===== config.mk =====
export PLATFORM = sky130hd
export DESIGN_NAME = seq_det_stream_ctrl
export DESIGN_NICKNAME = d
export VERILOG_FILES = /design/src/rtl/seq_det_stream_ctrl.sv
export SDC_FILE = /design/constraint.sdc
export NUM_CORES = 1
export LEC_CHECK = 0
export BUFFER_PORTS_ARGS = -buffer_cell sky130_fd_sc_hd__buf_4
export CAP_MARGIN = 10
export CORE_AREA = 2 2 85 87
export DETAILED_ROUTE_END_ITERATION = 16
export DIE_AREA = 0 0 87 89
export PLACE_DENSITY = 0.46
export SYNTH_ARGS = -nofsm -noshare
export SYNTH_HDL_FRONTEND = slang
export SYNTH_SLANG_ARGS = --single-unit
export TNS_END_PERCENT = 50

===== constraint.sdc =====
create_clock -name clk -period 2.86 [get_ports clk]
set_clock_uncertainty 0.2 [all_clocks]
set_input_delay 0.143 -clock clk [delete_from_list [all_inputs] [get_ports clk]]
set_output_delay 0.143 -clock clk [all_outputs]
set_load 0.05 [all_outputs]

===== src/rtl/seq_det_stream_ctrl.sv =====
// Serialises valid/ready words MSB-first into a Mealy sequence detector, owns its reset and counts qualified hits.
// Optional macro SEQ_CTRL_GAP_RST_EN: hold the detector in reset on every idle cycle so patterns cannot span gaps.
module seq_det_stream_ctrl #(
  parameter int DATA_W = 8,
  parameter int CNT_W  = 16
) (
  input  logic              clk,
  input  logic              rst,
  input  logic [DATA_W-1:0] in_data,
  input  logic              in_valid,
  output logic              in_ready,
  output logic              ser_in,
  output logic              det_rst,
  input  logic              det_in,
  input  logic [CNT_W-1:0]  cfg_thresh,
  input  logic              clr_cnt,
  output logic [CNT_W-1:0]  hit_cnt,
  output logic              thresh_irq,
  output logic              busy,
  output logic              state_dbg
);

  localparam int BC_W = $clog2(DATA_W);

`ifdef SEQ_CTRL_GAP_RST_EN
  localparam logic GAP_RST = 1'b1;
`else
  localparam logic GAP_RST = 1'b0;
`endif

  typedef enum logic {
    IDLE  = 1'b0,
    SHIFT = 1'b1
  } state_t;

  state_t            state;
  logic [DATA_W-1:0] shreg;
  logic [BC_W-1:0]   bit_cnt;
  logic              ser_vld;
  logic              last_bit;
  logic              accept;
  logic              go_idle;
  logic              hit;
  logic              cnt_max;
  logic [CNT_W-1:0]  cnt_inc;

  // Handshake: a word transfers on any rising edge where in_valid and in_ready
  // are both high; in_ready never depends on in_valid, and in_data need not be
  // held while in_ready is low.
  assign last_bit  = (state == SHIFT) && (bit_cnt == '0);
  assign in_ready  = !rst && ((state == IDLE) || last_bit);
  assign accept    = in_valid && in_ready;
  assign go_idle   = !accept && ((state == IDLE) || last_bit);
  assign hit       = ser_vld && det_in;
  assign cnt_max   = &hit_cnt;
  assign cnt_inc   = hit_cnt + CNT_W'(1);
  assign busy      = (state != IDLE);
  assign state_dbg = (state == SHIFT);

  always_ff @(posedge clk) begin
    if (rst) begin
      state      <= IDLE;
      shreg      <= '0;
      bit_cnt    <= '0;
      ser_in     <= 1'b0;
      ser_vld    <= 1'b0;
      det_rst    <= 1'b1;
      hit_cnt    <= '0;
      thresh_irq <= 1'b0;
    end else begin
      // A clear also flushes the detector so stale partial patterns are dropped.
      det_rst <= clr_cnt || (GAP_RST && go_idle);

      if (accept) begin
        state   <= SHIFT;
        shreg   <= {in_data[DATA_W-2:0], 1'b0};
        ser_in  <= in_data[DATA_W-1];
        ser_vld <= 1'b1;
        bit_cnt <= BC_W'(DATA_W - 1);
      end else if ((state == SHIFT) && !last_bit) begin
        shreg   <= {shreg[DATA_W-2:0], 1'b0};
        ser_in  <= shreg[DATA_W-1];
        bit_cnt <= bit_cnt - BC_W'(1);
      end else begin
        state   <= IDLE;
        ser_in  <= 1'b0;
        ser_vld <= 1'b0;
      end

      // det_in is only meaningful for bits we actually shifted out.
      if (clr_cnt) begin
        hit_cnt    <= '0;
        thresh_irq <= 1'b0;
      end else if (hit && !cnt_max) begin
        hit_cnt    <= cnt_inc;
        thresh_irq <= (cfg_thresh != '0) && (cnt_inc == cfg_thresh);
      end else begin
        thresh_irq <= 1'b0;
      end
    end
  end

endmodule


# After elaboration in Yosys (flattened, before gate mapping)
# Index checks and enable logic that the tools add are counted.
[word_totals] latchBits=0 register_bits=30 mem_count=0 ram_bits=0 word_cells=38 mem_bits_ro=0 inputBits=29
[classes] n_addsub=2 reduce_logical=17 n_bitwise=2 eq_ne=2 div_mod_pow=0 shifts=0 n_lt_le_gt_ge=0 mux=8 n_mul=0
[op_table] op="$add A16 B1 Y16 const B" count=1
[op_table] op="$eq A16 B16 Y1" count=1
[op_table] op="$mux W8" count=2
[op_table] op="$reduce_and A16 Y1" count=1
[op_table] op="$reduce_bool A16 Y1" count=1
[op_table] op="$logic_and A1 B1 Y1" count=7
[op_table] op="$mux W3" count=2
[op_table] op="$mux W1" count=4
[op_table] op="$logic_not A1 Y1" count=3
[op_table] op="$logic_not A3 Y1" count=1
[op_table] op="$reduce_or A3 Y1" count=1
[op_table] op="$sub A3 B1 Y3 const B" count=1
[op_table] op="$ne A2 B2 Y1 const B" count=1
[op_table] op="$not A1 Y1" count=2
[op_table] op="$reduce_bool A2 Y1" count=1
[op_table] op="$reduce_or A2 Y1" count=1
[op_table] op="$logic_or A1 B1 Y1" count=1

# Logic depth before layout (Yosys ltp)
# Gate-level depths: netlist of the first run.
[depth] depth_word=6 mapped_depth=9

# Worst setup path before layout of the first run
# OpenSTA, ideal clock, no wires.
[synth_timing] path_kind="register -> register" from="register hit_cnt[0]" to="register hit_cnt[7]" path_buffers=1 path_slack_ps=401 t_arrival_ps=2132 stages_incl_launch_ff=8 t_required_ps=2533 cell_sequence="dfxtp_1 -> ha_1 -> nand3_2 -> nor4_4 -> buf_2 -> nor3_1 -> xnor2_1 -> nor2_1"
[synth_between] elab_chain_cells=3 word_cells_on_any_way=4 classes_between="add/sub: 1; reduce/logical: 3"
[synth_lines] item="from (decl)" line_no="17" text="output logic [CNT_W-1:0] hit_cnt,"
[synth_lines] item="from (signal assigned)" line_no="95" text="hit_cnt <= cnt_inc;"
[synth_lines] item="parallel branches: the longest is 3 deep, another holds $add A16 B1 Y16"
# Parallel ways; which one is timed is not known.
# A chain may end at the register's enable or synchronous reset.

# Final worst setup path of the first run
[layout_timing] from="register hit_cnt[0]" to="register hit_cnt[15]"
# The elaborated chain is that of the path after synthesis.

==> flow_metrics.env, run 1 <==
export IMPL_status="complete, no violations"
export IMPL_diodes=0
export IMPL_cpLargestDelayFamily="simple AND/OR/NAND/NOR gates"
export IMPL_critPathArrivalTime_ns=2.38
export IMPL_cts_hold_buffers=3
export IMPL_gr_max_usage_layer="met2"
export IMPL_dieArea_um2=7740
export IMPL_avgSynthCellArea_um2=8.57
export IMPL_finalMaxSlewViolations=0
export IMPL_clk_pin_slew_ns=0.07
export IMPL_drtAntennaViolNets=0
export IMPL_drt_wirelength_per_cell_um=14.9
export IMPL_dieWidth_um=87
export IMPL_start_kind="flip-flop"
export IMPL_hold_start="det_in"
export IMPL_final_net_count=304
export IMPL_start_util_pct=28.6
export IMPL_port_buffers=50
export IMPL_tns_ns=0
export IMPL_irDropWorstVdd_v=0.000162
export IMPL_gp_congestion=0.840
export IMPL_final_setup_viol_count=0
export IMPL_remaining_drc_errors=0
export IMPL_cts_made_buffers=5
export IMPL_core_area_um2=6720
export IMPL_endpoint_kind="flip-flop"
export IMPL_fmax_mhz=421
export IMPL_area_growth_pct=26.9
export IMPL_cap_violations=0
export IMPL_cts_setup_buffers=0
export IMPL_clkLatencyLatePin_ns=0.28
export IMPL_power_density_nw_per_um2=398
export IMPL_io_pins=51
export IMPL_wirelength_mm=5.25
export IMPL_fin_hold_ws_ns=0.0119
export IMPL_grt_first_pass_wirelength_mm=8.58
export IMPL_holdPathEnd="hit_cnt[15]$_SDFFE_PP0N_"
export IMPL_clk_path_buf_depth=2
export IMPL_hold_viol_final=0
export IMPL_min_path_cells=3
export IMPL_period_share_pct=83.0
export IMPL_crit_chain="ha_1, nand3_2, nor4_4, buf_4, nor2_1, and3_1, nor3_1"
export IMPL_ys_types=47
export IMPL_routed_via_density=4.97
export IMPL_slowest_stage="nor4_4"
export IMPL_max_stage_delay_ns=0.49
export IMPL_antenna_found_initial=0
export IMPL_r2r_end="hit_cnt[15]$_SDFFE_PP0N_"
export IMPL_grt_max_degree=18
export IMPL_syn_inst=224
export IMPL_use_met3_pct=2.77
export IMPL_dr_pass1_iters=4
export IMPL_grt_pass1_vias=1705
export IMPL_tightest_slew_ns=0.567
export IMPL_ys_async_sr_fraction_pct=0
export IMPL_rrSetupSlack_ns=0.49
export IMPL_ys_flop_type="dfxtp_1"
export IMPL_netlist_area_um2=1920
export IMPL_layout_commonest_cell="buf_4"
export IMPL_synth_seq_cells=30
export IMPL_layout_common_cells="buf_4 (54), nor2_1 (31), dfxtp_1 (30)"
export IMPL_h_tree_depth=2
export IMPL_vias=1753
export IMPL_cp_max_fo=9
export IMPL_r2r_start="hit_cnt[0]$_SDFFE_PP0N_"
export IMPL_first_iter_violations=79
export IMPL_r2r_cells=7
export IMPL_tritoncts="yes"
export IMPL_leakagePower_nw=0.933
export IMPL_cp_required_ns=2.87
export IMPL_hpwl_mm=4.05
export IMPL_fp_dieH_um=89
export IMPL_gr_usage_all_layers_pct=14.5
export IMPL_path_class="reg2reg"
export IMPL_synth_edf_count=0
export IMPL_synth_nets=256
export IMPL_met1_usage_pct=18.7
export IMPL_overflow=0
export IMPL_hold_path_class="in2reg"
export IMPL_drive_above_1_share_pct=27.1
export IMPL_cts_root_buf="clkbuf_8"
export IMPL_fin_crit_ns=2.37
export IMPL_cts_num_sinks=30
export IMPL_ctsResizeCount=0
export IMPL_crit_buf_inv=1
export IMPL_seq_area_frac_synth_pct=31.3
export IMPL_maxSlewHeadroom_pct=62.1
export IMPL_utilization_pct=36.3
export IMPL_yosysWarningCount=0
export IMPL_met2_usage_pct=24.1
export IMPL_core_rowCount=30
export IMPL_rsz0062_at_grt="no"
[state kept, by name (all words and copies together), names as in the netlist]
name        cells
det_rst         1
ser_in          1
bit_cnt         3
ser_vld         1
shreg           7
thresh_irq      1
hit_cnt        16
[report_power, final]
part	leakage, nW	internal (W)	switching, W
sequential	0.245	0.000437	0.0000108
combinational	0.641	0.0000724	0.0000876
clock	0.0472	0.000193	0.000170
[per-stage QoR]
step	cell area [um2]	instances	worst slack [ns]	power (W)
finish	2440	353	0.487	0.000971
global route	2440	353	0.235	0.00103
CTS	2440	353	0.486	0.000991
detailed placement	2310	342	0.495	0.000616
global placement	2310	342	0.512	0.000615
floorplan	1920	224	0.401	0.000552
[synthesized netlist by cell type (2+ instances only)]
| master | count | area (um2) |
|---|---|---|
| nor2_1 | 31 | 116 |
| dfxtp_1 | 30 | 601 |
| xnor2_1 | 23 | 201 |
| nor3_1 | 14 | 70.1 |
| nand2_1 | 12 | 45.0 |
| nor4_1 | 11 | 68.8 |
| xor2_1 | 9 | 78.8 |
| a211oi_1 | 8 | 60.1 |
| mux2i_1 | 8 | 80.1 |
| a21oi_1 | 6 | 30.0 |
| o21ai_0 | 6 | 30.0 |
| clkbuf_1 | 5 | 18.8 |
| nand4_1 | 5 | 31.3 |
| inv_1 | 4 | 15.0 |
| nand3_1 | 4 | 20.0 |
| and4_1 | 3 | 26.3 |
| buf_2 | 3 | 15.0 |
| clkbuf_8 | 3 | 41.3 |
| ha_1 | 3 | 37.5 |
| nor3b_1 | 3 | 22.5 |
| and3_2 | 2 | 15.0 |
| buf_6 | 2 | 22.5 |
| nor2b_1 | 2 | 12.5 |
| nor4b_1 | 2 | 17.5 |
| o211ai_1 | 2 | 15.0 |
| o221ai_1 | 2 | 17.5 |
[cell families after synthesis]
kind of cell,after synthesis,synth area share (%)
buffers and inverters,20,6.71
multiplexers,8,4.17
AND/OR/NAND/NOR,100,29.7
XOR/XNOR,32,14.6
adder cells (fa/ha/maj),3,1.95
flip-flops,30,31.3
AO/OA/AOI/OAI,31,11.6
[how the worst max path moves through the flow]
| stage | startpoint | to | slack (ns) | cells past startpoint |
|---|---|---|---|---|
| after floorplan | hit_cnt[0]$_SDFFE_PP0N_ | hit_cnt[7]$_SDFFE_PP0N_ | 0.40 | 7 |
| after global placement | hit_cnt[0]$_SDFFE_PP0N_ | thresh_irq$_SDFF_PP0_ | 0.51 | 6 |
| after detailed placement | hit_cnt[0]$_SDFFE_PP0N_ | hit_cnt[15]$_SDFFE_PP0N_ | 0.50 | 7 |
| after CTS | hit_cnt[0]$_SDFFE_PP0N_ | hit_cnt[15]$_SDFFE_PP0N_ | 0.49 | 7 |
| after global routing | hit_cnt[0]$_SDFFE_PP0N_ | hit_cnt[15]$_SDFFE_PP0N_ | 0.23 | 7 |
| final | hit_cnt[0]$_SDFFE_PP0N_ | hit_cnt[15]$_SDFFE_PP0N_ | 0.49 | 7 |
[layout make-up]
class | count | area [um2]
clock buffer | 6 | 82.6
inverter | 4 | 15.0
clock inverter | 2 | 12.5
fill | 726 | 4280
tap | 80 | 100
sequential | 30 | 601
multi-input combinational | 174 | 1190
timing repair buffer | 57 | 435
[per-layer routing]
| metal | vias up | wire (um) |
|---|---|---|
| li1 | 906 | - |
| met1 | 810 | 2510 |
| met3 | 7 | 159 |
| met4 | 0 | 77 |
| met2 | 30 | 2510 |
| met5 | - | 0 |
[tightest hold or removal path, cell delays in order]
cell and delay, ns:
buf_4 0.08, a31oi_1 0.07, nor3_1 0.15
No activity file was read; power rests on OpenSTA's default activity.
==> run 2, diff against run 1 <==
--- a/config.mk
+++ b/config.mk
@@ -10,7 +10,7 @@
 export CORE_AREA = 2 2 85 87
 export DETAILED_ROUTE_END_ITERATION = 16
 export DIE_AREA = 0 0 87 89
-export PLACE_DENSITY = 0.46
+export PLACE_DENSITY = 0.48
 export SYNTH_ARGS = -nofsm -noshare
 export SYNTH_HDL_FRONTEND = slang
 export SYNTH_SLANG_ARGS = --single-unit
==> constraint.sdc (replaced) <==
create_clock -name clk -period 1.9 [get_ports clk]
set_clock_uncertainty 0.2 [all_clocks]
set_input_delay 0.095 -clock clk [delete_from_list [all_inputs] [get_ports clk]]
set_output_delay 0.095 -clock clk [all_outputs]
set_load 0.05 [all_outputs]
==> run 2 against run 1 <==
Against the previous run: utilization up 7.4 points; die area unchanged; highest routed layer unchanged; first-iteration DRC count fell by 14%; critical path depth is 1 lower; sequential power up 48%; worst hold slack improved by 0.029 ns.
==> flow_metrics.env, run 2 (synthesis results as in run 1) <==
export IMPL_power_total_w=0.00157
export IMPL_irDropWorstVdd_v=0.000224
export IMPL_cts_num_sinks=30
export IMPL_endpoint_kind="flip-flop"
export IMPL_power_share_clock_pct=39.8
export IMPL_power_density_nw_per_um2=535
export IMPL_dieWidth_um=87
export IMPL_fin_crit_ns=1.86
export IMPL_finalMaxSlewViolations=0
export IMPL_cts_root_buf="clkbuf_8"
export IMPL_critPathArrivalTime_ns=1.85
export IMPL_hpwl_mm=4.13
export IMPL_place_area_um2=2530
export IMPL_gp_congestion=0.838
export IMPL_start_kind="flip-flop"
export IMPL_p_comb_share_pct=18.1
export IMPL_tritoncts="yes"
export IMPL_port_buffers=50
export IMPL_largest_register="hit_cnt"
export IMPL_cts_made_buffers=5
export IMPL_status="complete, no violations"
export IMPL_gr_usage_all_layers_pct=14.5
export IMPL_wirelength_mm=5.57
export IMPL_crit_chain="ha_4, xor2_1, a211o_1, nor4b_2, o2111ai_1, nor4_1"
export IMPL_cp_max_fo=2
export IMPL_top_regs="hit_cnt: 16 flops, shreg: 7 flops, bit_cnt: 3 flops"
export IMPL_cap_violations=0
export IMPL_final_net_count=344
export IMPL_grt_pass1_vias=1816
export IMPL_path_class="reg2reg"
export IMPL_final_area_um2=2940
export IMPL_min_path_cells=4
export IMPL_h_tree_depth=2
export IMPL_fin_ws_ns=0.0428
export IMPL_start_util_pct=28.6
export IMPL_clk_path_buf_depth=2
export IMPL_layout_common_cells="buf_4 (84), nor2_1 (31), xnor2_1 (23)"
export IMPL_first_iter_violations=68
export IMPL_rsz0062_at_grt="yes"
export IMPL_p_sw_w=0.000411
export IMPL_fp_dieH_um=89
export IMPL_dr_pass1_iters=4
export IMPL_dieArea_um2=7740
export IMPL_io_pins=51
export IMPL_p_seq_share_pct=42.1
export IMPL_hold_path_class="in2reg"
export IMPL_maxSlewHeadroom_pct=65.7
export IMPL_cp_depth=6
export IMPL_drtAntennaViolNets=0
export IMPL_multi_input_area_um2=1290
export IMPL_cpLargestDelayFamily="simple AND/OR/NAND/NOR gates"
export IMPL_r2r_cells=6
export IMPL_diodes=0
export IMPL_tightest_slew_ns=0.514
export IMPL_crit_buf_inv=0
export IMPL_drive_above_1_share_pct=43.5
export IMPL_cp_required_ns=1.90
export IMPL_leakagePower_nw=1.16
export IMPL_pre_cts_slack_ns=-0.0359
export IMPL_vias=1931
export IMPL_utilization_pct=43.7
export IMPL_clkLatencyLatePin_ns=0.28
export IMPL_clk_pin_slew_ns=0.07
export IMPL_largest_reg_flops=16
export IMPL_p_sw_share_pct=26.2
export IMPL_remaining_drc_errors=0
export IMPL_antenna_found_initial=0
export IMPL_fmax_mhz=538
export IMPL_grt_first_pass_wirelength_mm=8.83
export IMPL_layout_commonest_cell="buf_4"
export IMPL_area_growth_pct=52.9
export IMPL_p_int_w=0.00116
export IMPL_routed_via_density=4.91
export IMPL_grt_max_degree=18
export IMPL_period_share_pct=97.7
export IMPL_overflow=0
export IMPL_hold_viol_final=0
export IMPL_ff_latch_area_um2=646
export IMPL_slowest_stage="dfxtp_4"
export IMPL_max_stage_delay_ns=0.35
export IMPL_drt_wirelength_per_cell_um=14.2
export IMPL_final_setup_viol_count=0
export IMPL_core_rowCount=30
export IMPL_fill_cells=678
export IMPL_core_area_um2=6720
==> run 2: cell count changes in the layout (fill, tap and decap cells not counted), sizes merged <==
| cell | before | now |
|---|---|---|
| clkbuf | 6 | 8 |
| dlymetal6s4s | 0 | 1 |
| clkinvlp | 1 | 0 |
| clkinv | 1 | 0 |
| dlygate4sd3 | 3 | 11 |
| buf | 54 | 85 |
==> run 2: final cells by class <==
class	instances	area share, %
clock buffer	8	3.79
inverter	4	0.511
multi-input combinational	174	44.0
sequential	30	22.0
tap	80	3.41
timing repair buffer	97	26.3
==> run 2: timing repair <==
action	CTS	global route
setup buffers	1	9
hold endpoints to repair	14	0
hold buffers	12	0
endpoints found under the setup margin	1	20
pin swaps	3	10
gates resized for setup	3	16
==> run 2: final timing paths <==
check,start,endpoint,slack [ns]
worst min register to register,shreg[7]$_SDFFE_PP0P_,ser_in$_SDFF_PP0_,0.27
worst max register to register,hit_cnt[1]$_SDFFE_PP0N_,thresh_irq$_SDFF_PP0_,0.04
worst max-delay path,hit_cnt[1]$_SDFFE_PP0N_,thresh_irq$_SDFF_PP0_,0.04
worst min-delay path,cfg_thresh[4],thresh_irq$_SDFF_PP0_,0.04
==> run 2: power by group through the flow <==
stage | clock [W] | sequential, W | combinational (W)
after floorplan | 0 | 0.000691 | 0.000131
after global placement | 0 | 0.000676 | 0.000247
after detailed placement | 0 | 0.000676 | 0.000248
after CTS | 0.000652 | 0.000662 | 0.000270
after global routing | 0.000669 | 0.000665 | 0.000310
final | 0.000625 | 0.000661 | 0.000285
==> run 2: metrics by stage <==
stage | setup TNS [ns] | hold WS (ns) | std cells
floorplan | -0.461 | -0.0322 | 224
global placement | -0.0400 | 0.189 | 363
detailed placement | -0.0359 | 0.181 | 363
CTS | 0 | 0.0399 | 384
global route | -0.175 | 0.0739 | 393
finish | 0 | 0.0407 | 393
==> run 2: worst reg2reg max path, delay by kind of cell (launching register included) <==
kind,cells,cell delay [ns]
AOI/OAI and AO/OA,2,0.38
xor gates and xnor gates,1,0.14
adders and majority gates,1,0.24
DFF,1,0.35
and+or+nand+nor,2,0.48
==> run 2: layer usage <==
layer	global-route usage, %	share of wire [%]
met2	23.4	47
met4	5.54	1.3
met3	2.77	3.1
met1	19.2	49
met5	0	0
==> run 3, diff against run 2 <==
==> constraint.sdc (replaced) <==
create_clock -name clk -period 1.9 [get_ports clk]
set_clock_uncertainty 0.2 [all_clocks]
set_input_delay 0.475 -clock clk [delete_from_list [all_inputs] [get_ports clk]]
set_output_delay 0.475 -clock clk [all_outputs]
set_load 0.05 [all_outputs]
==> run 3 against run 2 <==
Against the previous run: the flow now finishes with violations (setup timing); utilization shrank 1.6 points; combinational power is essentially flat; global-route usage grew 0.74 points; final cell count shrank 3.3%; worst setup slack lost 0.099 ns; critical endpoint is now in_ready; largest cell class unchanged; highest routed layer unchanged.
==> flow_metrics.env, run 3 (synthesis results as in run 1) <==
export IMPL_remaining_drc_errors=0
export IMPL_layout_commonest_cell="buf_4"
export IMPL_fin_crit_ns=1.96
export IMPL_vias=1853
export IMPL_r2r_start="hit_cnt[1]$_SDFFE_PP0N_"
export IMPL_critPathArrivalTime_ns=1.28
export IMPL_p_sw_share_pct=26.5
export IMPL_drtAntennaViolNets=0
export IMPL_drt_wirelength_per_cell_um=14.4
export IMPL_start_kind="flip-flop"
export IMPL_cts_hold_buffers=0
export IMPL_hold_path_class="in2reg"
export IMPL_p_int_w=0.00115
export IMPL_endpoint_kind="output pin"
export IMPL_cts_made_buffers=5
export IMPL_cp_required_ns=1.22
export IMPL_cts_root_buf="clkbuf_8"
export IMPL_p_seq_share_pct=42.1
export IMPL_irDropWorstVdd_v=0.000278
export IMPL_wirelength_mm=5.46
export IMPL_rsz0062_at_grt="yes"
export IMPL_dr_pass1_iters=4
export IMPL_diodes=0
export IMPL_finalMaxSlewViolations=0
export IMPL_io_pins=51
export IMPL_status="finished, violations left"
export IMPL_violations="setup timing"
export IMPL_port_buffers=50
export IMPL_start_util_pct=28.6
export IMPL_pre_cts_slack_ns=-0.117
export IMPL_power_share_clock_pct=39.7
export IMPL_leakagePower_nw=1.12
export IMPL_clk_path_buf_depth=2
export IMPL_antenna_found_initial=0
export IMPL_overflow=0
export IMPL_clkLatencyLatePin_ns=0.29
export IMPL_grt_max_degree=18
export IMPL_cap_violations=0
export IMPL_top_regs="hit_cnt: 16 flops, shreg: 7 flops, bit_cnt: 3 flops"
export IMPL_dieWidth_um=87
export IMPL_clk_pin_slew_ns=0.07
export IMPL_layout_common_cells="buf_4 (82), nor2_1 (29), xnor2_1 (23)"
export IMPL_drive_above_1_share_pct=46.0
export IMPL_stdcell_count=380
export IMPL_cp_max_fo=3
export IMPL_hold_viol_final=0
export IMPL_r2r_end="thresh_irq$_SDFF_PP0_"
export IMPL_maxSlewHeadroom_pct=66.5
export IMPL_grt_first_pass_wirelength_mm=9.20
export IMPL_fmax_mhz=511
export IMPL_grt_pass1_vias=1814
export IMPL_p_comb_share_pct=18.2
export IMPL_largest_reg_flops=16
export IMPL_largest_register="hit_cnt"
export IMPL_fin_ws_ns=-0.0563
export IMPL_dieArea_um2=7740
export IMPL_core_area_um2=6720
export IMPL_tightest_slew_ns=0.502
export IMPL_cts_num_sinks=30
export IMPL_path_class="reg2out"
export IMPL_gr_usage_all_layers_pct=15.2
export IMPL_fp_dieH_um=89
export IMPL_first_iter_violations=83
export IMPL_holdPathEnd="ser_in$_SDFF_PP0_"
export IMPL_hold_start="in_data[7]"
export IMPL_h_tree_depth=2
export IMPL_dp_cells=367
export IMPL_routed_via_density=4.88
export IMPL_r2r_cells=6
export IMPL_final_net_count=331
export IMPL_rrSetupSlack_ns=0
export IMPL_tritoncts="yes"
export IMPL_gp_congestion=0.784
export IMPL_min_path_cells=3
export IMPL_hpwl_mm=4.17
export IMPL_core_rowCount=30
export IMPL_area_growth_pct=47.3
export IMPL_power_density_nw_per_um2=555
export IMPL_p_sw_w=0.000415
export IMPL_final_setup_viol_count=2
export IMPL_period_share_pct=103
## run 3: cell types whose count changed in the layout (fill, tap and decap cells not counted), sizes merged
| cell | delta |
|---|---|
| buf | -1 |
| dlymetal6s4s | -1 |
| dlygate4sd3 | -11 |
## run 3: through the flow
step	TNS, ns	instance area (um2)	power (W)	util, %	hold slack [ns]
6_report	-0.0577	2830	0.00157	42.1	0.261
5_1_grt	-0.421	2830	0.00167	42.1	0.258
3_5_place_dp	-0.140	2590	0.000931	38.6	0.259
2_1_floorplan	-0.409	2000	0.000820	-	0.231
3_3_place_gp	-0.0979	2590	0.000928	38.6	0.262
4_1_cts	-0.0851	2770	0.00160	41.2	0.253
## run 3: routing by layer
layer	GRT usage, %	share of wire, %
met4	4.26	1.2
met2	24.1	46
met1	20.8	49
met5	0	0
met3	3.60	3.9
## run 3: area by class of cell
cell class / count / area (um2)
Clock buffer: 8 / 111
Fill cell: 674 / 3890
Inverter: 4 / 15.0
Multi-Input combinational cell: 174 / 1300
Sequential cell: 30 / 652
Tap cell: 80 / 100
Timing Repair Buffer: 84 / 647
## run 3: timing repair
item / in CTS / in global routing
resized for setup: 12 / 9
setup buffers: 3 / 3
setup endpoints to repair: 4 / 15
pin swaps: 3 / 5
endpoints found under the hold margin: 0 / 0
## run 3: power by group through the flow
stage          Combinational, W  Clock (W)  Sequential, W
2_1_floorplan          0.000133          0       0.000688
3_3_place_gp           0.000255          0       0.000673
3_5_place_dp           0.000257          0       0.000674
4_1_cts                0.000288   0.000645       0.000662
5_1_grt                0.000320   0.000683       0.000664
6_report               0.000286   0.000624       0.000660
## run 3: worst max path at each step
stage / start / endpoint / slack, ns / cells after the start
finish: bit_cnt[0]$_SDFFE_PP0P_ / in_ready / -0.06 / 6
global route: bit_cnt[0]$_SDFFE_PP0P_ / in_ready / -0.13 / 6
CTS: bit_cnt[0]$_SDFFE_PP0P_ / in_ready / -0.08 / 6
detailed placement: rst / thresh_irq$_SDFF_PP0_ / -0.12 / 6
global placement: rst / thresh_irq$_SDFF_PP0_ / -0.06 / 6
floorplan: hit_cnt[5]$_SDFFE_PP0N_ / hit_cnt[7]$_SDFFE_PP0N_ / -0.06 / 7
## run 3: critical path, cell delays in order (launching register included)
cell	delay [ns]
dfxtp_2	0.34
inv_2	0.04
ha_4	0.15
ha_4	0.16
nor2b_4	0.11
nor2_2	0.04
buf_6	0.15
